--- src/rtl/prog_ctr_fetch.sv ---
// Program counter / fetch sequencer feeding the instruction ROM address.
// Handles fall-through, LUT-based absolute branches, relative branches, stall and halt.
module prog_ctr_fetch #(
  parameter int unsigned A     = 12,
  parameter int unsigned OFS_W = 8
) (
  input  logic             Clk,
  input  logic             Reset_n,
  input  logic             Start,
  input  logic [A-1:0]     StartAddr,
  input  logic             Stall,
  input  logic             BranchAbs,
  input  logic [2:0]       LutIdx,
  input  logic             BranchRel,
  input  logic [OFS_W-1:0] Offset,
  input  logic             Halt,
  input  logic             LutWe,
  input  logic [2:0]       LutWIdx,
  input  logic [A-1:0]     LutWData,
  output logic [A-1:0]     ProgCtr,
  output logic             Running,
  output logic             Done
);

  localparam int unsigned LUT_N = 8;

  typedef enum logic [1:0] {
    S_IDLE   = 2'd0,
    S_RUN    = 2'd1,
    S_HALTED = 2'd2
  } state_e;

  state_e         state_q, state_d;
  logic [A-1:0]   pc_q, pc_d;
  logic [A-1:0]   lut_q [LUT_N];
  logic [A-1:0]   lut_d [LUT_N];
  logic [A-1:0]   ofs_ext;

  // State, program counter and branch-target LUT registers
  always_ff @(posedge Clk) begin
    if (!Reset_n) begin
      state_q <= S_IDLE;
      pc_q    <= '0;
      lut_q   <= '{default: '0};
    end else begin
      state_q <= state_d;
      pc_q    <= pc_d;
      lut_q   <= lut_d;
    end
  end

  // Next-state logic
  always_comb begin
    state_d = state_q;
    case (state_q)
      S_IDLE:   if (Start) state_d = S_RUN;
      S_RUN: begin
        if (Start)     state_d = S_RUN;
        else if (Halt) state_d = S_HALTED;
      end
      S_HALTED: if (Start) state_d = S_RUN;
      default:  state_d = S_IDLE;
    endcase
  end

  assign ofs_ext = A'(signed'(Offset));

  // Next program counter and LUT write; branch reads see the pre-write LUT
  always_comb begin
    pc_d  = pc_q;
    lut_d = lut_q;
    if (LutWe) lut_d[LutWIdx] = LutWData;
    case (state_q)
      S_RUN: begin
        if (Start)          pc_d = StartAddr;
        else if (Halt)      pc_d = pc_q;
        else if (Stall)     pc_d = pc_q;
        else if (BranchAbs) pc_d = lut_q[LutIdx];
        else if (BranchRel) pc_d = pc_q + ofs_ext;
        else                pc_d = pc_q + A'(1);
      end
      S_IDLE, S_HALTED: if (Start) pc_d = StartAddr;
      default:          pc_d = pc_q;
    endcase
  end

  assign ProgCtr = pc_q;
  assign Running = (state_q == S_RUN);
  assign Done    = (state_q == S_HALTED);

endmodule

--- config.mk ---
export PLATFORM = sky130hd
export DESIGN_NAME = prog_ctr_fetch
export DESIGN_NICKNAME = d
export VERILOG_FILES = /design/src/rtl/prog_ctr_fetch.sv
export SDC_FILE = /design/constraint.sdc
export NUM_CORES = 1
export LEC_CHECK = 0
export BUFFER_PORTS_ARGS = -buffer_cell sky130_fd_sc_hd__buf_2
export CAP_MARGIN = 20
export CORE_AREA = 2 2 114 116
export DETAILED_ROUTE_END_ITERATION = 10
export DIE_AREA = 0 0 116 118
export SETUP_SLACK_MARGIN = 0.02
export SLEW_MARGIN = 10
export SYNTH_ARGS = -nofsm -noshare
export SYNTH_HDL_FRONTEND = slang
export SYNTH_SLANG_ARGS = --single-unit
--- constraint.sdc ---
create_clock -name Clk -period 4.31 [get_ports Clk]
set_input_delay 0.431 -clock Clk [delete_from_list [all_inputs] [get_ports Clk]]
set_output_delay 0.431 -clock Clk [all_outputs]
set_load 0.1 [all_outputs]
* Yosys cells after proc, flatten, opt, wreduce, memory -nomap -nowiden *
Index checks and enable logic that the tools add are counted.

operators by class
  $lt $le $gt $ge = 3
  reductions and logical operators = 6
  eq/ne operators = 6
  multiplexer cells = 17
  bitwise logic cells = 2
  add/subtract/negate cells = 2

operators by type and width
  cell                                                                           count
  12-bit two-way mux                                                             9
  96-bit bitwise mux                                                             1
  12-bit binary-select mux with 3-bit select                                     1
  12-bit demux with 3-bit select                                                 1
  12-bit one-hot mux with 2 select lines                                         1
  12-bit by 1-bit adder with 12-bit output (second input constant)               1
  12-bit adder                                                                   1
  3-bit inequality test (second input constant)                                  3
  4-bit >= comparator (second input constant)                                    2
  3-bit inverter with 4-bit output                                               2
  2-bit two-way mux                                                              3
  4-bit by 1-bit less-than comparator with 1-bit output (second input constant)  1
  2-bit one-hot mux with 2 select lines                                          1
  4-bit AND reduction                                                            1
  2-bit by 1-bit == test with 1-bit output (second input constant)               1
  2-bit == test (second input constant)                                          1
  2-bit logical NOT                                                              1
  2-bit by 1-bit inequality test with 1-bit output (second input constant)       1
  2-bit AND reduction                                                            1
  2-bit nonzero test                                                             1
  2-bit OR reduction                                                             1
  1-bit logical AND                                                              1

word-level totals
  input bits = 46
  output and inout port bits = 14
  word-level logic and storage cells = 46
  bits in registers = 110

* Longest topological paths before layout *
  depth in word-level cells = 9
  gate-level depth with buffers = 10
  gate-level depth less buffers = 10

* Worst setup path before layout *
OpenSTA, ideal clock, no wires.

  path type = register to register
  start point = reg pc_q[0] (netlist: ProgCtr[0])
  end point = reg pc_q[10] (netlist: ProgCtr[10])
  required time = 4.235 ns
  stages on the path, launching flop included = 10
  path slack = 1.412 ns
  arrival = 2.822 ns
  setup time = 0.075 ns
  period minus slack after synthesis = 2.898 ns
  path buffers = 0
  cells stage by stage = dfxtp_1 > ha_1 > inv_1 > fa_1 > nand2b_1 > a21oi_1 > a221oi_2 > mux2i_1 > o41a_1 > o22ai_1

on the way
  cells in the longest elaborated chain, start to end = 7
  elaborated cells between the ends (all ways) = 8
  classes of those cells = add/sub (2); mux (6)

RTL lines
  item                                                                      RTL line  RTL
  start: declaration                                                        34        logic [A-1:0] pc_q, pc_d;
  start signal: assignment                                                  47        pc_q <= pc_d;
  12-bit by 1-bit adder with 12-bit output or 12-bit adder (tied branches)  80, 79
  12-bit two-way mux (*)                                                    79        else if (BranchRel) pc_d = pc_q + ofs_ext;
  12-bit two-way mux (*)                                                    78        else if (BranchAbs) pc_d = lut_q[LutIdx];
  12-bit two-way mux (*)                                                    77        else if (Stall) pc_d = pc_q;
  12-bit two-way mux (*)                                                    76        else if (Halt) pc_d = pc_q;
  12-bit two-way mux (*)                                                    75        if (Start) pc_d = StartAddr;
  12-bit one-hot mux with 2 select lines (*)                                73        case (state_q)

Every way passes the cells marked *; elsewhere a longest branch is shown, timed or not. The select of a mux whose other input is x is not followed.
A chain may end at the register's enable or synchronous reset.

* Final worst setup path *
  start point = reg pc_q[0] (netlist: ProgCtr[0])
  end point = reg pc_q[8] (netlist: ProgCtr[8])

The elaborated chain is that of the path after synthesis.

==> summary.txt <==
Outcome
  • Outcome: completed

Pwr
  • PD cells: 363.7 nW/um^2
  • Worst vdd ir: 0.2254 mV
  • Comb power frac: 15.2%
  • Internal cell power: 1.657 mW
  • Sw Share: 28.20%
  • Switching pwr: 650.5 uW
  • Clk network pwr share: 38.5%
  • Pleak: 2.341 nW
  • Sequential share of power: 46.3%

STA
  • Final Skew: 5.362 ps
  • Worst-Margin Slew: 1078 ps
  • WHS: 317.1 ps
  • Final worst-path cycle share: 54.89%
  • Final setup violation count: 0
  • Setup TNS: 0 ps
  • Fin crit period: 2366 ps
  • Hold Violations, Final: 0
  • Fmax: 422.7 MHz
  • Final Max Tran Viols: 0
  • Slew margin rel.: 27.84%
  • RSZ-0062 raised after global routing: no

Final layout
  • # nets final: 761
  • Share of cells above drive strength 1: 15.87%
  • N_diodes: 0
  • Final instance area: 6344 sq um
  • Area Growth Syn to Fin: 11.23%

CTS
  • Hold Buf Count CTS: 0
  • Setup Fix Bufs, Post-CTS: 0
  • CTS resizes: 0
  • Root Driver: clkbuf_16
  • Clock-pin slew on the worst setup and hold paths: 70 ps
  • CTS Buffer Depth: 2
  • CTS tree: built
  • Total clock sinks: 110
  • Clock H-tree levels: 3
  • Clock Latency Late Sink: 360 ps
  • CTS buffer count: 9

Synth
  • Synth Register Bits: 110
  • Primary FF master, synth: dfxtp_1
  • Synth top area cells: dfxtp_1 (39%), nand2_1 (14%), a21boi_0 (8.3%), mux4_2 (7.1%), a21boi_1 (4.9%)
  • Top-count cell post-synth: nand2_1
  • Cell taking the most area after synthesis: dfxtp_1
  • Top cells by count, synth: nand2_1 (214), dfxtp_1 (110), a21boi_0 (63), clkbuf_1 (41), a21boi_1 (37)
  • Yosys warning total: 0
  • Net count after synthesis: 740
  • Distinct cell type count after synthesis: 54
  • Post-Syn Instances: 686
  • Sequential area share after synthesis: 38.61%
  • Number of synthesized flops with an enable pin: 0
  • Avg Inst Size Synth: 8.313 sq um
  • Share of the synthesized area in the top cell type: 38.61%
  • Synth Cell Area: 5703 sq um
  • Asr flop ratio synth: 0%

Routing
  • Vias: 4868
  • Vias/cell: 5.507
  • Routed WL: 16.05 mm
  • DR iter-0 viols: 368
  • Antenna viol nets, final: 0
  • DRC Markers: 0
  • DR WL/cell: 18.15 um
  • First-pass iteration count of the detailed router: 4

Global routing
  • First-pass GRT wire length: 25.37 mm
  • Gr busiest metal: met2
  • GRT Util Overall: 24.39%
  • Gr ovfl total: 0
  • Largest net degree at the start of global routing: 88
  • Grt met3 use: 5.510%
  • Met1 Track Usage GR: 31.41%
  • GR Util met2: 40.83%
  • Vias in the first global route: 4691
  • Initial antenna violation count: 1

Critical path
  • Worst-path maximum fanout: 3
  • Worst endpoint required time: 4570 ps
  • Crit path launch type: flip-flop
  • Crit. End Element: flip-flop
  • Kind of critical path: flip-flop to flip-flop
  • CP arrival: 2620 ps

Floorplanning
  • Die area: 13690 sq um
  • Core ar.: 12410 sq um
  • Site Rows: 41
  • I/O pin count: 60
  • Die Width: 116 um
  • Initial core utilization: 45.94%
  • Die Span Y: 118 um

Place
  • Gpl congestion: 0.8063
  • HPWL Detailed: 10.67 mm
  • Post-DP Area: 6018 sq um
  • # port buffers: 59

Flow run
  • Max Cap Viol: 0

Hold path
  • Min-delay worst type: input port to flip-flop
==> layout by cell type, fill, tap and decap left out, drive strengths merged, types with 6 or more instances in the layout <==
cell type / instances
a21boi: 100
a21oi: 20
buf: 69
clkbuf: 12
dfxtp: 110
ha: 7
inv: 6
mux2: 9
mux2i: 14
mux4: 18
nand2: 214
nand2b: 6
nand3: 13
nor2: 24
nor2b: 6
nor3: 7
o21ai: 15
==> stage by stage <==
stage	power (mW)	utilization (%)	cells	worst slack (ps)
floorplan	1.351	-	686	1412
global placement	1.434	48.30	865	1744
detailed placement	1.441	48.48	867	1643
CTS	2.318	51.04	883	1950
global route	2.391	51.10	884	1801
finish	2.307	51.10	884	1944
==> area by class of cell <==
cell class                      instances  area [sq um]
Multi-Input combinational cell        512          3212
Inverter                                5         18.77
Clock buffer                           12         266.5
Clock inverter                          4         51.30
Tap cell                              172         215.2
Sequential cell                       110          2202
Timing Repair Buffer                   69         377.9
Fill cell                            1233          6071
==> logic make-up (layout without fill, tap and decap cells) <==
logic type / Yosys count / count (layout) / synth area share, %
xor+xnor: 7 / 7 / 1.075
compound gates: 163 / 163 / 20.25
buf+inv: 64 / 90 / 5.068
simple gates: 293 / 293 / 21.76
flops: 110 / 110 / 38.61
mux: 41 / 41 / 11.34
fa+ha+maj: 8 / 8 / 1.887
==> metal layers <==
metal,wire length (um),vias to the layer above
li1,-,2389
met1,6845,2328
met2,7880,126
met3,1060,23
met4,246,2
met5,13,-
==> registers in the layout (all words and copies together) (netlist names) <==
name     flops
ProgCtr     12
lut_q       96
state_q      2
==> worst max-delay path: stages (launching register included) <==
cell      delay [ps]
dfxtp_1          360
ha_1             180
inv_1             50
fa_1             390
nand2b_1         160
a21oi_1          280
a221oi_2         140
mux2i_1          170
o31a_1           260
o32ai_1          290
==> power by group through the flow <==
stage | sequential (mW) | clock [mW] | combinational, mW
final | 1.07 | 0.888 | 0.350
after global placement | 1.09 | 0 | 0.343
after CTS | 1.07 | 0.900 | 0.350
after detailed placement | 1.09 | 0 | 0.348
after global routing | 1.07 | 0.942 | 0.376
after floorplan | 1.16 | 0 | 0.195
==> path summary, 6_finish.rpt <==
kind	startpoint	to	slack [ps]	cells after the start
worst min-delay path	Start	state_q[1]	320	2
worst min register to register	lut_q[14]	lut_q[14]	450	2
worst max register to register	ProgCtr[0]	ProgCtr[8]	1940	9
worst max-delay path	ProgCtr[0]	ProgCtr[8]	1940	9
No activity file was read; power rests on OpenSTA's default activity.
